==> src/rtl/alu_seq_ctrl.sv <==
// Byte-serial ALU sequencer: collects A, B and OP from one stream,
// waits one cycle for the ALU, then holds the result until taken.
module alu_seq_ctrl #(
    parameter int NB_DATA = 8,
    parameter int NB_OP   = 6,
    parameter int TIMEOUT = 255
) (
    input  logic               i_clk,
    input  logic               i_rst,
    input  logic               i_valid,
    input  logic [NB_DATA-1:0] i_data,
    output logic               o_ready,
    output logic [NB_DATA-1:0] o_data,
    output logic               o_en_A,
    output logic               o_en_B,
    output logic               o_en_OP,
    input  logic [NB_DATA-1:0] i_alu_result,
    input  logic               i_alu_zero,
    input  logic               i_alu_overflow,
    output logic               o_valid,
    input  logic               i_ready,
    output logic [NB_DATA-1:0] o_result,
    output logic               o_zero,
    output logic               o_overflow,
    output logic               o_timeout,
    output logic               o_busy
);

    if (NB_OP > NB_DATA) begin : g_nb_op_check
        $error("NB_OP must not exceed NB_DATA");
    end

    localparam int CW = (TIMEOUT > 0) ? $clog2(TIMEOUT + 1) : 1;
    localparam logic [CW-1:0] CNT_MAX  = '1;
    localparam logic [CW-1:0] CNT_LAST =
        (TIMEOUT > 0) ? CW'(TIMEOUT - 1) : '0;

    typedef enum logic [2:0] {
        WAIT_A,
        WAIT_B,
        WAIT_OP,
        EXEC,
        RESP
    } state_t;

    state_t               state_q, state_d;
    logic [CW-1:0]        cnt_q, cnt_d;
    logic                 valid_q, valid_d;
    logic                 tmo_q, tmo_d;
    logic [NB_DATA-1:0]   res_q, res_d;
    logic                 zero_q, zero_d;
    logic                 ovf_q, ovf_d;

    logic accept;
    logic idle;
    logic expire;

    // Handshake and load enables are purely combinational; the
    // enables are forced low while reset is asserted.
    assign o_ready = (state_q == WAIT_A) || (state_q == WAIT_B) ||
                     (state_q == WAIT_OP);
    assign accept  = i_valid && o_ready && i_rst;
    assign o_data  = i_data;
    assign o_en_A  = accept && (state_q == WAIT_A);
    assign o_en_B  = accept && (state_q == WAIT_B);
    assign o_en_OP = accept && (state_q == WAIT_OP);
    assign o_busy  = (state_q != WAIT_A);

    assign idle    = ((state_q == WAIT_B) || (state_q == WAIT_OP)) &&
                     !accept;
    assign expire  = (TIMEOUT != 0) && idle && (cnt_q == CNT_LAST);

    assign o_valid    = valid_q;
    assign o_result   = res_q;
    assign o_zero     = zero_q;
    assign o_overflow = ovf_q;
    assign o_timeout  = tmo_q;

    // Next-state, idle counter and result capture.
    always_comb begin
        state_d = state_q;
        cnt_d   = cnt_q;
        valid_d = valid_q;
        tmo_d   = 1'b0;
        res_d   = res_q;
        zero_d  = zero_q;
        ovf_d   = ovf_q;

        if (!idle || expire) begin
            cnt_d = '0;
        end else if (cnt_q != CNT_MAX) begin
            cnt_d = cnt_q + 1'b1;
        end

        unique case (state_q)
            WAIT_A: begin
                if (accept) state_d = WAIT_B;
            end
            WAIT_B: begin
                if (accept) begin
                    state_d = WAIT_OP;
                end else if (expire) begin
                    state_d = WAIT_A;
                    tmo_d   = 1'b1;
                end
            end
            WAIT_OP: begin
                if (accept) begin
                    state_d = EXEC;
                end else if (expire) begin
                    state_d = WAIT_A;
                    tmo_d   = 1'b1;
                end
            end
            EXEC: begin
                state_d = RESP;
                valid_d = 1'b1;
                res_d   = i_alu_result;
                zero_d  = i_alu_zero;
                ovf_d   = i_alu_overflow;
            end
            RESP: begin
                if (i_ready) begin
                    state_d = WAIT_A;
                    valid_d = 1'b0;
                end
            end
            default: begin
                state_d = WAIT_A;
            end
        endcase
    end

    // State and output registers with synchronous active-low reset.
    always_ff @(posedge i_clk) begin
        if (!i_rst) begin
            state_q <= WAIT_A;
            cnt_q   <= '0;
            valid_q <= 1'b0;
            tmo_q   <= 1'b0;
            res_q   <= '0;
            zero_q  <= 1'b0;
            ovf_q   <= 1'b0;
        end else begin
            state_q <= state_d;
            cnt_q   <= cnt_d;
            valid_q <= valid_d;
            tmo_q   <= tmo_d;
            res_q   <= res_d;
            zero_q  <= zero_d;
            ovf_q   <= ovf_d;
        end
    end

endmodule

==> config.mk <==
export PLATFORM = sky130hd
export DESIGN_NAME = alu_seq_ctrl
export DESIGN_NICKNAME = d
export VERILOG_FILES = /design/src/rtl/alu_seq_ctrl.sv
export SDC_FILE = /design/constraint.sdc
export NUM_CORES = 1
export LEC_CHECK = 0
export ABC_CLOCK_PERIOD_IN_PS = 2000
export BUFFER_PORTS_ARGS = -buffer_cell sky130_fd_sc_hd__buf_2
export CAP_MARGIN = 15
export CELL_PAD_IN_SITES_DETAIL_PLACEMENT = 0
export CELL_PAD_IN_SITES_GLOBAL_PLACEMENT = 2
export CORE_MARGIN = 2
export CORE_UTILIZATION = 27
export CTS_CLUSTER_SIZE = 8
export DETAILED_ROUTE_END_ITERATION = 8
export GPL_TIMING_DRIVEN = 1
export PLACE_DENSITY = 0.83
export SYNTH_ARGS = -nofsm -noshare
export SYNTH_HDL_FRONTEND = slang
export SYNTH_SLANG_ARGS = --single-unit
==> constraint.sdc <==
create_clock -name i_clk -period 2 [get_ports i_clk]
set_clock_uncertainty 0.15 [all_clocks]
set_input_delay 0.4 -clock i_clk [delete_from_list [all_inputs] [get_ports i_clk]]
set_output_delay 0.4 -clock i_clk [all_outputs]
set_load 0.02 [all_outputs]
# --- Yosys cells after proc, flatten, opt, wreduce, memory -nomap -nowiden ---
# Cells that the tools add are included.
totals:
  register_bits: 23
  elab_cells: 48
  inputBits: 22
op_classes:
  eq_ne: 8
  reduce_logical: 21
  n_bitwise: 2
  n_mux: 9
  n_addsub: 1
ops:
  columns: ["cell", "n"]
  rows:
  - ["$mux 3", 5]
  - ["$pmux 3 s5", 1]
  - ["$add 8x1->8 const B", 1]
  - ["$eq 8x8->1 const B", 1]
  - ["$ne 8x8->1 const B", 1]
  - ["$logic_and 1x1->1", 7]
  - ["$eq 3x2->1 const B", 2]
  - ["$logic_or 1x1->1", 4]
  - ["$ne 2x2->1 const B", 2]
  - ["$reduce_and 2->1", 2]
  - ["$reduce_or 2->1", 2]
  - ["$eq 3x1->1 const B", 1]
  - ["$eq 3x3->1 const B", 1]
  - ["$logic_not 3->1", 1]
  - ["$reduce_bool 3->1", 1]
  - ["$reduce_or 3->1", 1]
  - ["$logic_not 1->1", 2]
  - ["$mux 1", 2]
  - ["$not 1->1", 2]
  - ["$pmux 1 s2", 1]
  - ["$reduce_bool 2->1", 1]

# --- Longest topological paths before layout ---
# Gate-level depths: netlist of run 1.
logic_depth:
  depth_word: 11
  ltp_mapped: 5

# --- Least setup slack after synthesis of run 1 ---
# OpenSTA, ideal clock, no wires.
synth_path:
  path_kind: "reg2out"
  from: "register state_q[0]"
  to: "output o_en_B"
  path_stages_with_launch: 3
  slack_ns: 0.352
  arrival_ns: 1.098
  required_time_ns: 1.450
  cell_sequence: "dfxtp_1 > buf_2 > nor3b_1"
synth_via:
  elab_chain_cells: 6
  word_cells_on_any_way: 8
  classes_between: "eq/ne (2); reduce/logical (6)"
synth_lines:
  columns: ["element", "line", "text"]
  rows:
  - ["start, declared", "46", "state_t state_q, state_d;"]
  - ["start signal, assigned", "145", "state_q <= state_d;"]
  - ["$eq 3x1->1 or $logic_not 3->1 (tied branches)", "60, 65", null]
  - ["$logic_or 1x1->1 (2 in series)", "60", "assign o_ready = (state_q == WAIT_A) || (state_q == WAIT_B) ||"]
  - ["$logic_and 1x1->1 (2 in series)", "62", "assign accept = i_valid && o_ready && i_rst;"]
  - ["$logic_and 1x1->1 (*)", "65", "assign o_en_B = accept && (state_q == WAIT_B);"]
  - ["end, declared", "15", "output logic o_en_B,"]
# Mark *: on every way between the ends. The rest lies on a longest branch, timed or not.

# --- Worst setup path in the final report of run 1 ---
layout_path:
  from: "register state_q[0]"
  to: "output o_busy"
layout_via:
  elab_chain_cells: 1
layout_lines:
  columns: ["element", "line", "text"]
  rows:
  - ["$reduce_bool 3->1", "67", "assign o_busy = (state_q != WAIT_A);"]
  - ["end, declared", "26", "output logic o_busy"]
# No other way between the ends.

==> metrics.yaml, run 1 <==
layout:
  nNetsFinal: 177
  area_growth_pct: 15.6
  drive_above_1_share_pct: 28.3
  antenna_cells_inserted: 0
  post-route-cell-area_um2: 1380
  final-instance-count-excl-fill: 204
pwr:
  vdd_drop_max_mv: 0.230
  seq_power_share_pct: 56.1
  netSwitchingFraction_pct: 24.7
  p_int_mw: 0.650
  clock_power_share_pct: 32.8
  netSwitchingPower_mw: 0.213
  static-leakage-power_nw: 0.588
  power-per-cell-area_nw_per_um2: 628
  power_frac_comb_pct: 11.1
clocking:
  clock_sinks: 23
  clkSlewWorstSetupHoldPaths_ns: 0.08
  clockRootBuffer: "sky130_fd_sc_hd__clkbuf_8"
  clkLatencyLatePin_ns: 0.26
  htreeDepth: 1
  cts.repair_timing.setup_buffer_count: 0
  clock_tree_from_tritoncts: "done"
  clk_path_buf_depth: 2
  cts_inserted_buffers: 3
routing:
  ant_nets: 0
  vias_per_cell: 4.82
  route.detailed.wl_per_inst_um: 12.1
  total_iterations_of_the_first_detailed_routing_run: 4
  via_count: 984
  finalWirelength_um: 2460
  detailedRoute.firstIterationViolations: 42
  drc_errors: 0
synth:
  postSynthNetCount: 154
  number_of_register_bits_inferred_by_synthesis: 23
  postSynth.topFlopCell: "sky130_fd_sc_hd__dfxtp_1"
  yosys.cell_count.top_type: "sky130_fd_sc_hd__dfxtp_1"
  avgSynthCellArea_um2: 9.15
  yosysWarningCount: 0
  yosysSeqAreaShare_pct: 38.7
  synth_area_leader_cell: "sky130_fd_sc_hd__dfxtp_1"
  count_of_flip_flops_with_a_built_in_enable_after_synthesis: 0
  largest_cells_by_area_after_synthesis: "sky130_fd_sc_hd__dfxtp_1, sky130_fd_sc_hd__mux2i_1, sky130_fd_sc_hd__nor2b_1, sky130_fd_sc_hd__buf_4, sky130_fd_sc_hd__nand3_1"
  netlist_instances: 130
  syn-cell-area_um2: 1190
  asr_flop_ratio_synth_pct: 0
  synthTopCellsByCount: "sky130_fd_sc_hd__dfxtp_1, sky130_fd_sc_hd__nor2b_1, sky130_fd_sc_hd__mux2i_1, sky130_fd_sc_hd__buf_4, sky130_fd_sc_hd__nand3_1"
  netlist-cell-type-count: 41
  post-synth-top-area-fraction_pct: 38.7
floorplanning:
  chipHeight_um: 70.4
  io_pins: 47
  core_region_area_um2: 4290
  placementRows: 24
  design.die.area_um2: 4950
  die_w_um: 70.4
  initial_utilization_pct: 27.7
sta:
  period_minus_slack_ns: 1.82
  hold_violations: 0
  grt_setup_unrepaired: "false"
  worst_pin_slew_ns: 0.404
  max_clock_freq_mhz: 550
  report.final.slew_viol_count: 0
  setup_total_negative_slack_ns: 0
  setup-violations-final: 0
  final.period_utilization_pct: 90.9
  worst_slew_margin_rel_pct: 73.1
setup_path:
  path_class: "flop to output pin"
  crit_required_ns: 1.45
  critical_path.slowest_cell: "sky130_fd_sc_hd__dfxtp_1"
  cp-start-kind: "flop"
  crit_chain: "or3_1 > buf_2"
  worst-path-buf-inv: 1
  crit_path_end_kind: "output pin"
  crit_path_max_delay_family: "flip-flops"
  crit_path_max_incr_delay_ns: 0.44
  cp_data_arrival_time_ns: 1.27
  cp_max_fo: 12
placed_design:
  placed_cells: 200
  placement.io_buffers: 30
  placed_cell_area_um2: 1330
  gp_congestion: 0.751
  hpwl_um: 1860
global_route:
  globalRouteTotalUtil_pct: 10.1
  grt_first_pass_wirelength_um: 4070
  gr-total-overflow: 0
  first_global_vias: 879
  number_of_antenna_violations_at_the_first_check_in_global_routing: 0
  pin_count_of_the_biggest_net_entering_global_routing: 16
hold_path:
  holdCritPathClass: "input port to flop"
run_status:
  outcome: "complete, no violations"
run:
  max-cap-violations: 0
[layout by cell type, fill, tap and decap left out, types with 3 or more instances in the layout]
cell | netlist | final
sky130_fd_sc_hd__buf_2 | 2 | 30
sky130_fd_sc_hd__dfxtp_1 | 23 | 22
sky130_fd_sc_hd__nor2b_1 | 12 | 12
sky130_fd_sc_hd__mux2i_1 | 11 | 11
sky130_fd_sc_hd__nand3_1 | 7 | 7
sky130_fd_sc_hd__nor3_1 | 6 | 6
sky130_fd_sc_hd__inv_1 | 5 | 5
sky130_fd_sc_hd__a21oi_1 | 5 | 5
sky130_fd_sc_hd__nor2_1 | 4 | 4
sky130_fd_sc_hd__nand2_1 | 4 | 4
sky130_fd_sc_hd__nand3b_1 | 3 | 3
sky130_fd_sc_hd__o21ai_0 | 3 | 3
sky130_fd_sc_hd__clkbuf_8 | 0 | 3
[worst paths after layout]
| path | to | depth (start not counted) | from | slack, ns |
|---|---|---|---|---|
| min | o_result[1]$_SDFFE_PN0P_ | 3 | i_alu_result[1] | 0.25 |
| min reg2reg | o_valid$_SDFFE_PN0P_ | 2 | o_valid$_SDFFE_PN0P_ | 0.35 |
| max | o_busy | 2 | state_q[0]$_SDFFE_PN0P_ | 0.18 |
| max reg2reg | cnt_q[2]$_SDFFE_PP0P_ | 3 | state_q[0]$_SDFFE_PN0P_ | 0.37 |
[repair_timing]
item	in CTS	in global routing
hold buffers	0	0
endpoints found under the setup margin	0	1
gates resized for setup	0	1
[flip-flops by register name (all words and copies together), names as in the netlist]
signal / count
state_q: 3
o_timeout: 1
o_valid: 1
o_zero: 1
o_result: 8
cnt_q: 8
o_overflow: 1
[through the flow]
step                hold WS [ns]  power [mW]  utilization (%)  setup slack [ns]
CTS                        0.248       0.875             32.0             0.112
global placement           0.322       0.587             30.9             0.304
global route               0.245       0.904             32.0             0.113
finish                     0.250       0.863             32.0             0.182
detailed placement         0.337       0.590             30.9             0.278
floorplan                  0.335       0.580                -             0.352
[metal layers]
layer | track usage (%) | wire, um | up-vias
met3 | 2.74 | 192 | 6
li1 | - | - | 500
met4 | 3.85 | 23 | 0
met2 | 16.5 | 1140 | 33
met1 | 12.5 | 1110 | 445
met5 | 0 | 0 | -
[power by group through the flow]
stage                     Sequential, mW  Combinational [mW]  Clock, mW
after global placement             0.493              0.0935          0
after detailed placement           0.494              0.0962          0
final                              0.484              0.0959      0.283
after global routing               0.486               0.106      0.312
after floorplan                    0.491              0.0891          0
after CTS                          0.483              0.0968      0.295
[worst register-to-register path: cells and delay by family (launching register included)]
family           cells  cell delay, ns
AND/OR/NAND/NOR      2            0.50
flip-flops           1            0.57
XOR/XNOR             1            0.31
[final cells by class]
| cell class | count | area (um2) |
|---|---|---|
| clock buffer | 3 | 41.3 |
| timing repair buffer | 31 | 158 |
| sequential | 23 | 462 |
| inverter | 5 | 18.8 |
| clock inverter | 1 | 5.00 |
| fill | 462 | 2920 |
| tap | 52 | 65.1 |
| multi-input combinational | 89 | 626 |
[cells by family (layout without fill, tap and decap cells)]
kind of cell / count (synthesis) / in the layout / share of synthesized area [%]
compound gates: 21 / 21 / 12.4
simple gates: 53 / 53 / 26.7
xor+xnor: 2 / 2 / 2.10
mux: 11 / 11 / 9.25
flops: 23 / 23 / 38.7
fa+ha+maj: 2 / 2 / 2.10
buf+inv: 18 / 40 / 8.73
Note: power is estimated with default switching activity, not from simulation.
==> inputs of run 2 (changes only) <==
--- a/config.mk
+++ b/config.mk
@@ -17,3 +17,3 @@
 export GPL_TIMING_DRIVEN = 1
-export PLACE_DENSITY = 0.83
+export PLACE_DENSITY_LB_ADDON = 0.1
 export SYNTH_ARGS = -nofsm -noshare
--- a/constraint.sdc
+++ b/constraint.sdc
@@ -4,2 +4,2 @@
 set_output_delay 0.4 -clock i_clk [all_outputs]
-set_load 0.02 [all_outputs]
+set_load 0.005 [all_outputs]
==> metrics.yaml, run 2 (synthesis results as in run 1) <==
floorplanning:
  die_w_um: 70.4
  core_region_area_um2: 4290
  initial_utilization_pct: 27.7
  design.die.area_um2: 4950
  placementRows: 24
  chipHeight_um: 70.4
  io_pins: 47
clocking:
  htreeDepth: 1
  clock_tree_from_tritoncts: "done"
  postCtsHoldBufs: 0
  clkLatencyLatePin_ns: 0.26
  clock_sinks: 23
  cts_inserted_buffers: 3
  clockRootBuffer: "sky130_fd_sc_hd__clkbuf_8"
  post_cts_resized: 0
  clkSlewWorstSetupHoldPaths_ns: 0.08
  clk_path_buf_depth: 2
  cts.repair_timing.setup_buffer_count: 0
layout:
  antenna_cells_inserted: 0
  area_growth_pct: 15.5
  most-common-layout-cells: "sky130_fd_sc_hd__buf_2, sky130_fd_sc_hd__dfxtp_1, sky130_fd_sc_hd__nor2b_1, sky130_fd_sc_hd__mux2i_1, sky130_fd_sc_hd__nand3_1"
  final-instance-count-excl-fill: 204
  nNetsFinal: 177
  drive_above_1_share_pct: 27.6
  n_fill_cell: 474
  leading_cell_type_in_the_layout_fill_and_taps_excluded: "sky130_fd_sc_hd__buf_2"
setup_path:
  path_class: "flop to output pin"
  cp_max_fo: 11
  cp-start-kind: "flop"
  crit_path_max_delay_family: "flip-flops"
  crit_path_max_incr_delay_ns: 0.57
  worst-path-buf-inv: 1
  crit_required_ns: 1.45
  crit_path_end_kind: "output pin"
  crit_chain: "nor2b_1 > nor2b_1 > buf_2"
  critical_path.slowest_cell: "sky130_fd_sc_hd__dfxtp_1"
  cp_data_arrival_time_ns: 1.32
  worst_path_most_repeated_cell: "sky130_fd_sc_hd__nor2b_1"
placed_design:
  placement.io_buffers: 30
  hpwl_um: 2020
  gp_congestion: 0.779
  placed_cells: 200
sta:
  final.period_utilization_pct: 93.7
  report.final.slew_viol_count: 0
  setup_total_negative_slack_ns: 0
  period_minus_slack_ns: 1.87
  grt_setup_unrepaired: "false"
  final.hold.worst_slack_ns: 0.248
  worst_pin_slew_ns: 0.421
  max_clock_freq_mhz: 534
  setup-violations-final: 0
  hold_violations: 0
  worst_slew_margin_rel_pct: 71.9
routing:
  route.detailed.wl_per_inst_um: 13.2
  vias_per_cell: 4.82
  detailedRoute.firstIterationViolations: 20
  total_iterations_of_the_first_detailed_routing_run: 4
  via_count: 983
  finalWirelength_um: 2690
  ant_nets: 0
  drc_errors: 0
pwr:
  power-per-cell-area_nw_per_um2: 619
  vdd_drop_max_mv: 0.217
  finalPower_mw: 0.851
  static-leakage-power_nw: 0.587
global_route:
  globalRouteTotalUtil_pct: 10.8
  first_global_vias: 932
  number_of_antenna_violations_at_the_first_check_in_global_routing: 0
  gr-total-overflow: 0
  pin_count_of_the_biggest_net_entering_global_routing: 16
  grt_first_pass_wirelength_um: 4380
run_status:
  outcome: "complete, no violations"
run:
  max-cap-violations: 0
hold_path:
  holdCritPathClass: "input port to flop"
run 2: worst paths after layout:
check	startpoint	endpoint	slack, ns	cells past startpoint
worst max-delay path	state_q[1]$_SDFFE_PN0P_	o_en_OP	0.13	3
worst min-delay path	i_alu_result[1]	o_result[1]$_SDFFE_PN0P_	0.25	3
worst max register to register	cnt_q[1]$_SDFFE_PP0P_	cnt_q[4]$_SDFFE_PP0P_	0.34	3
worst min register to register	o_valid$_SDFFE_PN0P_	o_valid$_SDFFE_PN0P_	0.34	2
run 2: area by class of cell:
type	instances	area, um2	share of cell area [%]
clock inverter	1	5.00	0.364
multi-input combinational	89	626	45.5
sequential	23	460	33.5
timing repair buffer	31	158	11.5
tap	52	65.1	4.74
clock buffer	3	41.3	3.01
inverter	5	18.8	1.37
run 2: power by group:
group	switching [mW]	leakage [nW]	internal (mW)	total [mW]
clock	0.145	0.0255	0.139	0.284
sequential	0.0169	0.186	0.467	0.484
combinational	0.0401	0.376	0.0431	0.0833
total	0.202	0.587	0.649	0.851
run 2: stage by stage:
stage | cell area [um2] | utilization [%] | setup WS (ns)
after detailed placement | 1330 | 30.9 | 0.235
after global routing | 1370 | 32.0 | 0.0144
after global placement | 1330 | 30.9 | 0.327
after CTS | 1370 | 32.0 | 0.120
final | 1370 | 32.0 | 0.126
after floorplan | 1190 | - | 0.496
run 2: worst reg2reg max path: cells and delay by family (launching register included):
family,cells,cell delay [ns]
fa+ha+maj,1,0.43
simple gates,1,0.18
flops,1,0.45
compound gates,1,0.36
run 2: metal layers:
layer	GRT usage, %	share of wire (%)
met1	13.5	47
met2	18.0	47
met3	2.60	5.6
met4	3.63	0.60
met5	0	0
==> inputs of run 3 (changes only) <==
- CAP_MARGIN: 15 -> unset
- REMOVE_ABC_BUFFERS: unset -> 1
==> metrics.yaml, run 3 (synthesis results as in run 1) <==
hold_path:
  holdCritStartpoint: "i_alu_result[5]"
  holdCritPathClass: "input port to flop"
setup_path:
  crit_chain: "nor2b_1 > nor2b_1 > buf_2"
  timing.reg2reg.worst_path_depth: 3
  cp_data_arrival_time_ns: 1.27
  crit_path_max_incr_delay_ns: 0.56
  crit_required_ns: 1.45
  critPathCapture: "o_en_OP"
  worst-path-buf-inv: 1
  crit_path_end_kind: "output pin"
  worst_path_most_repeated_cell: "sky130_fd_sc_hd__nor2b_1"
  rrSetupSlack_ns: 0.38
  cp_max_fo: 11
  timing.rr.start: "state_q[0]$_SDFFE_PN0P_"
  critical_path.slowest_cell: "sky130_fd_sc_hd__dfxtp_1"
  cp-start-kind: "flop"
  r2r_end: "cnt_q[4]$_SDFFE_PP0P_"
  crit_path_max_delay_family: "flip-flops"
  worstSetupStartpoint: "state_q[1]$_SDFFE_PN0P_"
  critical_path_cell_count: 3
  path_class: "flop to output pin"
placed_design:
  placed_cells: 200
  placement.io_buffers: 30
  gp_congestion: 0.726
  hpwl_um: 1930
routing:
  detailedRoute.firstIterationViolations: 32
  ant_nets: 0
  drc_errors: 0
  via_count: 985
  top_layer_in_use: "met4"
  vias_per_cell: 4.83
  wl_met2_um: 1180
  route.detailed.wl_per_inst_um: 12.4
  total_iterations_of_the_first_detailed_routing_run: 4
  finalWirelength_um: 2530
  wire_length_on_met3_um: 151
  route.layer.met1.wl_um: 1170
pwr:
  seq_power_share_pct: 56.6
  power_frac_comb_pct: 9.6
  power-per-cell-area_nw_per_um2: 622
  netSwitchingPower_mw: 0.205
  p_int_mw: 0.649
  netSwitchingFraction_pct: 24.0
  clock_power_share_pct: 33.9
  vdd_drop_max_mv: 0.214
  static-leakage-power_nw: 0.587
floorplanning:
  initial_utilization_pct: 27.7
  die_w_um: 70.4
  core_region_area_um2: 4290
  design.die.area_um2: 4950
  io_pins: 47
  placementRows: 24
  chipHeight_um: 70.4
sta:
  report.final.slew_viol_count: 0
  max_clock_freq_mhz: 548
  final.period_utilization_pct: 91.2
  setup_total_negative_slack_ns: 0
  worst_slew_margin_rel_pct: 72.8
  final.hold.worst_slack_ns: 0.245
  setup-violations-final: 0
  hold_violations: 0
  period_minus_slack_ns: 1.82
  worst_pin_slew_ns: 0.407
  grt_setup_unrepaired: "false"
layout:
  area_growth_pct: 15.5
  leading_cell_type_in_the_layout_fill_and_taps_excluded: "sky130_fd_sc_hd__buf_2"
  final-instance-count-excl-fill: 204
  most-common-layout-cells: "sky130_fd_sc_hd__buf_2, sky130_fd_sc_hd__dfxtp_1, sky130_fd_sc_hd__nor2b_1, sky130_fd_sc_hd__mux2i_1, sky130_fd_sc_hd__nand3_1"
  nNetsFinal: 177
  antenna_cells_inserted: 0
  drive_above_1_share_pct: 27.6
clocking:
  clkSlewWorstSetupHoldPaths_ns: 0.09
  cts.repair_timing.setup_buffer_count: 0
  clkLatencyLatePin_ns: 0.26
  cts_inserted_buffers: 3
  clock_tree_from_tritoncts: "done"
  post_cts_resized: 0
  clock_sinks: 23
  clockRootBuffer: "sky130_fd_sc_hd__clkbuf_8"
  postCtsHoldBufs: 0
  htreeDepth: 1
  clk_path_buf_depth: 2
global_route:
  grt_first_pass_wirelength_um: 4240
  gr-total-overflow: 0
  number_of_antenna_violations_at_the_first_check_in_global_routing: 0
  first_global_vias: 911
  pin_count_of_the_biggest_net_entering_global_routing: 16
  globalRouteTotalUtil_pct: 10.6
run_status:
  outcome: "complete, no violations"
run:
  max-cap-violations: 0
==> run 3: power by group through the flow <==
stage / clock network (mW) / logic [mW] / registers (mW)
after detailed placement: 0 / 0.0832 / 0.494
final: 0.289 / 0.0816 / 0.483
after global placement: 0 / 0.0832 / 0.494
after CTS: 0.307 / 0.0834 / 0.484
after global routing: 0.321 / 0.0929 / 0.486
after floorplan: 0 / 0.0476 / 0.491
==> run 3: worst min-delay path by stage <==
stage	end	slack [ns]	depth (start not counted)
floorplan	o_valid$_SDFFE_PN0P_	0.32	2
global placement	o_valid$_SDFFE_PN0P_	0.31	2
detailed placement	o_valid$_SDFFE_PN0P_	0.32	2
CTS	o_result[5]$_SDFFE_PN0P_	0.24	3
global route	o_result[5]$_SDFFE_PN0P_	0.23	3
finish	o_result[5]$_SDFFE_PN0P_	0.24	3
==> run 3: layout make-up <==
type,count,area (um2)
fillers,462,2920
multi-input cells,89,626
inverters,5,18.8
clock inverters,1,5.00
repair buffers,31,158
well taps,52,65.1
flip-flops and latches,23,460
clock buffers,3,41.3
==> run 3: worst reg2reg max path: stages (launching register included) <==
cell and delay, ns:
sky130_fd_sc_hd__dfxtp_1 0.58, sky130_fd_sc_hd__xor2_2 0.30, sky130_fd_sc_hd__nand2_2 0.19, sky130_fd_sc_hd__a2111oi_2 0.30
==> run 3: metal layers <==
metal | GRT usage, % | up-vias
li1 | - | 499
met1 | 12.8 | 458
met3 | 4.04 | 2
met4 | 3.85 | 0
met5 | 0 | -
met2 | 16.9 | 26
==> run 3: stage by stage <==
| step | area (um2) | setup slack [ns] | util (%) | power [mW] |
|---|---|---|---|---|
| floorplan | 1100 | 0.485 | - | 0.539 |
| global placement | 1330 | 0.302 | 30.9 | 0.578 |
| detailed placement | 1330 | 0.235 | 30.9 | 0.577 |
| CTS | 1370 | 0.157 | 32.0 | 0.874 |
| global route | 1370 | 0.0547 | 32.0 | 0.900 |
| finish | 1370 | 0.176 | 32.0 | 0.854 |
